==> src/rtl/core_pkg.sv <==
// Shared pipeline encodings: decoder hazard classes and operand forward selects.
// Imported by the hazard unit and its forward-select slices.
package core_pkg;

  typedef enum logic [1:0] {
    HZ_NONE  = 2'b00,
    HZ_ALU   = 2'b01,
    HZ_LOAD  = 2'b10,
    HZ_STORE = 2'b11
  } hz_optype_e;

  typedef enum logic [1:0] {
    FWD_RF      = 2'b00,
    FWD_EX      = 2'b01,
    FWD_MEM_ALU = 2'b10,
    FWD_MEM_LD  = 2'b11
  } fwd_sel_e;

endpackage

==> src/rtl/fwd_sel.sv <==
// Combinational forward-select slice for one ALU operand.
// The youngest in-flight producer wins: EX ALU, then MEM ALU, then MEM load.
module fwd_sel
  import core_pkg::*;
#(
  parameter int REG_AW = 5
) (
  input  logic              rs_use,
  input  logic [REG_AW-1:0] rs,
  input  logic [REG_AW-1:0] rd_ex,
  input  logic [REG_AW-1:0] rd_mem,
  input  hz_optype_e        optype_ex,
  input  hz_optype_e        optype_mem,
  output fwd_sel_e          fwd
);

  logic hit_ex;
  logic hit_mem;

  // x0 is hardwired zero, so it never matches a producer.
  assign hit_ex  = (rs == rd_ex)  && (rs != '0);
  assign hit_mem = (rs == rd_mem) && (rs != '0);

  always_comb begin
    fwd = FWD_RF;
    if (rs_use) begin
      if (optype_ex == HZ_ALU && hit_ex) begin
        fwd = FWD_EX;
      end else if (optype_mem == HZ_ALU && hit_mem) begin
        fwd = FWD_MEM_ALU;
      end else if (optype_mem == HZ_LOAD && hit_mem) begin
        fwd = FWD_MEM_LD;
      end
    end
  end

endmodule

==> src/rtl/hazard_detect_unit.sv <==
// Decode-stage hazard resolver: tracks EX/MEM hazard classes, detects load-use
// stalls, drives pipeline enables/flushes and selects operand/store-data forwarding.
module hazard_detect_unit
  import core_pkg::*;
#(
  parameter int REG_AW = 5
) (
  input  logic              clk,
  input  logic              rst,
  input  logic              Branch_ID,
  input  logic              rs1use_ID,
  input  logic              rs2use_ID,
  input  logic [1:0]        hazard_optype_ID,
  input  logic [REG_AW-1:0] rs1_ID,
  input  logic [REG_AW-1:0] rs2_ID,
  input  logic [REG_AW-1:0] rd_EXE,
  input  logic [REG_AW-1:0] rd_MEM,
  input  logic [REG_AW-1:0] rs2_EXE,
  output logic              PC_EN_IF,
  output logic              reg_FD_EN,
  output logic              reg_FD_flush,
  output logic              reg_DE_EN,
  output logic              reg_DE_flush,
  output logic              reg_EM_EN,
  output logic              reg_EM_flush,
  output logic              reg_MW_EN,
  output logic [1:0]        forward_ctrl_A,
  output logic [1:0]        forward_ctrl_B,
  output logic              forward_ctrl_ls
);

  hz_optype_e optype_id;
  hz_optype_e optype_ex_q, optype_ex_d;
  hz_optype_e optype_mem_q, optype_mem_d;
  fwd_sel_e   fwd_a;
  fwd_sel_e   fwd_b;

  logic stall;
  logic rs1_hit_ex;
  logic rs2_hit_ex;
  logic st_hit_mem;

  assign optype_id = hz_optype_e'(hazard_optype_ID);

  assign rs1_hit_ex = (rs1_ID == rd_EXE) && (rs1_ID != '0);
  assign rs2_hit_ex = (rs2_ID == rd_EXE) && (rs2_ID != '0);
  assign st_hit_mem = (rs2_EXE == rd_MEM) && (rs2_EXE != '0);

  // A store's rs2 only needs the data at MEM, so it rides the ls forward instead of stalling.
  always_comb begin
    stall = 1'b0;
    if (optype_ex_q == HZ_LOAD) begin
      if (rs1use_ID && rs1_hit_ex) begin
        stall = 1'b1;
      end
      if (rs2use_ID && rs2_hit_ex && optype_id != HZ_STORE) begin
        stall = 1'b1;
      end
    end
  end

  always_comb begin
    optype_ex_d  = stall ? HZ_NONE : optype_id;
    optype_mem_d = optype_ex_q;
  end

  always_ff @(posedge clk or posedge rst) begin
    if (rst) begin
      optype_ex_q  <= HZ_NONE;
      optype_mem_q <= HZ_NONE;
    end else begin
      optype_ex_q  <= optype_ex_d;
      optype_mem_q <= optype_mem_d;
    end
  end

  // A stall beats a branch: the branch resolves next cycle once its operands are valid.
  always_comb begin
    PC_EN_IF     = 1'b1;
    reg_FD_EN    = 1'b1;
    reg_FD_flush = 1'b0;
    reg_DE_flush = 1'b0;
    if (stall) begin
      PC_EN_IF     = 1'b0;
      reg_FD_EN    = 1'b0;
      reg_DE_flush = 1'b1;
    end else if (Branch_ID) begin
      reg_FD_flush = 1'b1;
    end
  end

  assign reg_DE_EN    = 1'b1;
  assign reg_EM_EN    = 1'b1;
  assign reg_EM_flush = 1'b0;
  assign reg_MW_EN    = 1'b1;

  fwd_sel #(.REG_AW(REG_AW)) u_fwd_a (
    .rs_use     (rs1use_ID),
    .rs         (rs1_ID),
    .rd_ex      (rd_EXE),
    .rd_mem     (rd_MEM),
    .optype_ex  (optype_ex_q),
    .optype_mem (optype_mem_q),
    .fwd        (fwd_a)
  );

  fwd_sel #(.REG_AW(REG_AW)) u_fwd_b (
    .rs_use     (rs2use_ID),
    .rs         (rs2_ID),
    .rd_ex      (rd_EXE),
    .rd_mem     (rd_MEM),
    .optype_ex  (optype_ex_q),
    .optype_mem (optype_mem_q),
    .fwd        (fwd_b)
  );

  assign forward_ctrl_A  = fwd_a;
  assign forward_ctrl_B  = fwd_b;
  assign forward_ctrl_ls = (optype_ex_q == HZ_STORE) && (optype_mem_q == HZ_LOAD) && st_hit_mem;

endmodule
==> config.mk <==
export PLATFORM = sky130hd
export DESIGN_NAME = hazard_detect_unit
export DESIGN_NICKNAME = d
export VERILOG_FILES = /design/src/rtl/core_pkg.sv /design/src/rtl/fwd_sel.sv /design/src/rtl/hazard_detect_unit.sv
export SDC_FILE = /design/constraint.sdc
export NUM_CORES = 1
export LEC_CHECK = 0
export ABC_AREA = 1
export CAP_MARGIN = 20
export CORE_UTILIZATION = 37
export CTS_CLUSTER_DIAMETER = 120
export DETAILED_ROUTE_END_ITERATION = 8
export HOLD_SLACK_MARGIN = 0.15
export PLACE_DENSITY = 0.85
export SLEW_MARGIN = 20
export SYNTH_ARGS = -nofsm -noshare
export SYNTH_HDL_FRONTEND = slang
export SYNTH_HIERARCHICAL = 1
export SYNTH_SLANG_ARGS = --single-unit
==> constraint.sdc <==
create_clock -name clk -period 1.3 [get_ports clk]
set_clock_uncertainty 0.1 [all_clocks]
set_input_delay 0.26 -clock clk [delete_from_list [all_inputs] [get_ports clk]]
set_output_delay 0.26 -clock clk [all_outputs]
set_load 0.03 [all_outputs]
==> impl_metrics.env <==
export IMPL_status="finished, violations left"
export IMPL_violations="setup timing"
export IMPL_drt_first_pass_iters=4
export IMPL_path_clk_slew_ps=40
export IMPL_synth_area_um2=955.9
export IMPL_end_kind="primary output"
export IMPL_clock_latency_ps=230
export IMPL_numCtsBuffers=3
export IMPL_drtIter0Drc=29
export IMPL_crit_type="reg2out"
export IMPL_rows=18
export IMPL_ys_ff_latch=4
export IMPL_core_area_um2=2455
export IMPL_cts_tree="yes"
export IMPL_pre_cts_ws_ps=-771.1
export IMPL_placed_area_um2=1503
export IMPL_seq_area_um2=101.3
export IMPL_fillers=240
export IMPL_die_w_um=52.83
export IMPL_port_buffers=40
export IMPL_antenna_found_initial=0
export IMPL_cp_max_fo=5
export IMPL_fmaxAchievable_mhz=586.0
export IMPL_cts_sinks=4
export IMPL_hold_viol_final=0
export IMPL_syn2layout_area_growth_pct=62.30
export IMPL_reg2reg_from="optype_ex_q[0]$_DFF_PP0_"
export IMPL_dpl_hpwl_um=2067
export IMPL_hold_path_endpoint="optype_ex_q[1]$_DFF_PP0_"
export IMPL_finalCriticalPeriod_ps=1707
export IMPL_leakagePower_nw=0.8409
export IMPL_synth_top_cell_area_share=0.2120
export IMPL_rrSetupSlack_ps=260
export IMPL_fin_area_um2=1551
export IMPL_globalRouteTotalUtil=0.2000
export IMPL_final_setup_viol_count=9
export IMPL_cp_start_kind="flop"
export IMPL_io_pins=45
export IMPL_r2r_end="optype_ex_q[1]$_DFF_PP0_"
export IMPL_diodes=0
export IMPL_power_w=0.0006880
export IMPL_yosysSeqAreaShare=0.1047
export IMPL_clock_path_buffers=2
export IMPL_wl_per_cell_um=9.742
export IMPL_synthCells=190
export IMPL_hold_path_depth=3
export IMPL_min_from="hazard_optype_ID[1]"
export IMPL_arrival_ps=1350
export IMPL_grt_max_degree=9
export IMPL_start_util=0.3894
export IMPL_drv_slew=0
export IMPL_hold_class="in2reg"
export IMPL_period_share=1.313
export IMPL_fin_nets=275
export IMPL_drt_total_wl_um=2640
export IMPL_yosysUniqueCellTypes=22
export IMPL_place_gp_congestion=0.8970
export IMPL_yosysTopAreaCell="nand2_1"
export IMPL_synth_area_top_cells="nand2_1 (21%), inv_1 (14%), nor2_1 (12%), dfrtp_1 (10%), xnor2_1 (8.2%)"
export IMPL_avgSynthCellArea_um2=5.031
export IMPL_grt_overflow_total=0
export IMPL_yosysWarnings=6
export IMPL_crit_required_ps=940
export IMPL_ant_nets=0
export IMPL_die_h_um=52.83
export IMPL_htreeDepth=1
export IMPL_rsz0062_at_grt="yes"
export IMPL_drive_gt1_frac=0.3485
export IMPL_ir_drop_mv=0.4457
export IMPL_die_area_um2=2791
export IMPL_grt_pass1_vias=1047
export IMPL_routed_via_density=4.520
export IMPL_num_vias=1225
export IMPL_drcViolationCount=0
export IMPL_layout_setup_ws_ps=-406.6
export IMPL_rr_worst_depth=2
export IMPL_p_per_area_nw_per_um2=443.4
export IMPL_drv_cap=0
export IMPL_multi_input_area_um2=788.3
export IMPL_grt_pass1_wl_um=4181
export IMPL_cts_root_buf="clkbuf_4"
-- state kept, by name, summed over array words and instances (netlist names) --
register	cells
optype_ex_q	2
optype_mem_q	2
-- placed cells by master (no fill, tap or decap), types with 3 or more instances in the layout --
cell	synthesis	routed
clkbuf_4	0	3
nor2_2	2	8
xor2_1	3	3
nor2_1	30	22
nand2_1	54	53
buf_4	5	10
inv_1	35	31
dfrtp_1	4	3
nand3_2	0	8
buf_6	0	11
buf_2	0	12
xnor2_1	9	8
a21oi_1	5	3
conb_1	2	4
nand3_1	12	4
clkdlybuf4s50_1	0	4
clkbuf_2	0	3
o21ai_0	6	6
dlygate4sd2_1	0	5
inv_2	8	10
-- through the flow --
stage	cells	hold slack (ps)	setup TNS, ps	util
3_3_place_gp	267	295.0	-7197	0.6121
4_1_cts	271	286.5	-2982	0.6223
2_1_floorplan	192	-73.92	-342.4	-
5_1_grt	271	316.7	-3554	0.6320
6_report	271	296.6	-2809	0.6320
3_5_place_dp	267	300.5	-7479	0.6121
-- area by class of cell --
type	instances	area share
multi-input cells	140	0.5081
repair buffers	51	0.2742
inverters	43	0.1137
well taps	30	0.02419
clock buffers	3	0.01452
flip-flops and latches	4	0.06532
-- kinds of logic after synthesis --
logic type      Yosys count  synth area share
buf+inv                  48            0.2081
xor+xnor                 12            0.1100
compound gates           19            0.1152
simple gates            105            0.4542
other cells               2          0.007856
flops                     4            0.1047
-- metal layers --
metal	track usage	routed length (µm)	vias to the layer above	part of all wire
li1	-	-	665	-
met1	0.2582	1213	521	0.46
met2	0.3629	1282	39	0.49
met3	0.02609	145	0	0.055
met4	0.01316	0	0	0
met5	0	0	-	0
-- critical path: stages, from the launching register on --
cell	delay [ps]
dfrtp_2	430
or2_4	240
inv_2	50
nand3_2	90
a21oi_4	160
buf_6	140
-- worst max-delay path by stage --
stage                              startpoint           endpoint  slack, ps  cells past startpoint
floorplan           optype_mem_q[1]$_DFF_PP0_  forward_ctrl_A[0]        -80                      5
global placement                    rs1_ID[0]       reg_DE_flush       -730                     10
detailed placement                  rd_EXE[1]  forward_ctrl_B[1]       -770                      9
CTS                  optype_ex_q[1]$_DFF_PP0_  forward_ctrl_A[0]       -440                      5
global route        optype_mem_q[0]$_DFF_PP0_  forward_ctrl_B[0]       -470                      5
finish              optype_mem_q[0]$_DFF_PP0_  forward_ctrl_B[0]       -410                      5
-- where the power goes --
group / internal (W) / switching (W) / total (W)
clock: 0.000103 / 0.0000441 / 0.000147
sequential: 0.000132 / 0.00000825 / 0.000141
combinational: 0.000175 / 0.000225 / 0.000400
total: 0.000411 / 0.000277 / 0.000688
-- timing repair --
item | 4_1_cts | 5_1_grt
hold endpoints to repair | 4 | 0
endpoints found under the setup margin | 11 | 9
hold buffers | 1 | 0
pin swaps | 22 | 13
setup buffers | 1 | 0
gates resized for setup | 105 | 16
-- cells in the mapped netlist (all sizes together) --
master and n:
a21oi 7, a221oi 1, a31oi 1, buf 5
conb 2, dfrtp 4, inv 43, nand2 56
nand3 12, nand3b 2, nand4 1, nor2 32
o21ai 8, o22ai 2, or2 2, xnor2 9
xor2 3
(Power assumes the default switching activity.)
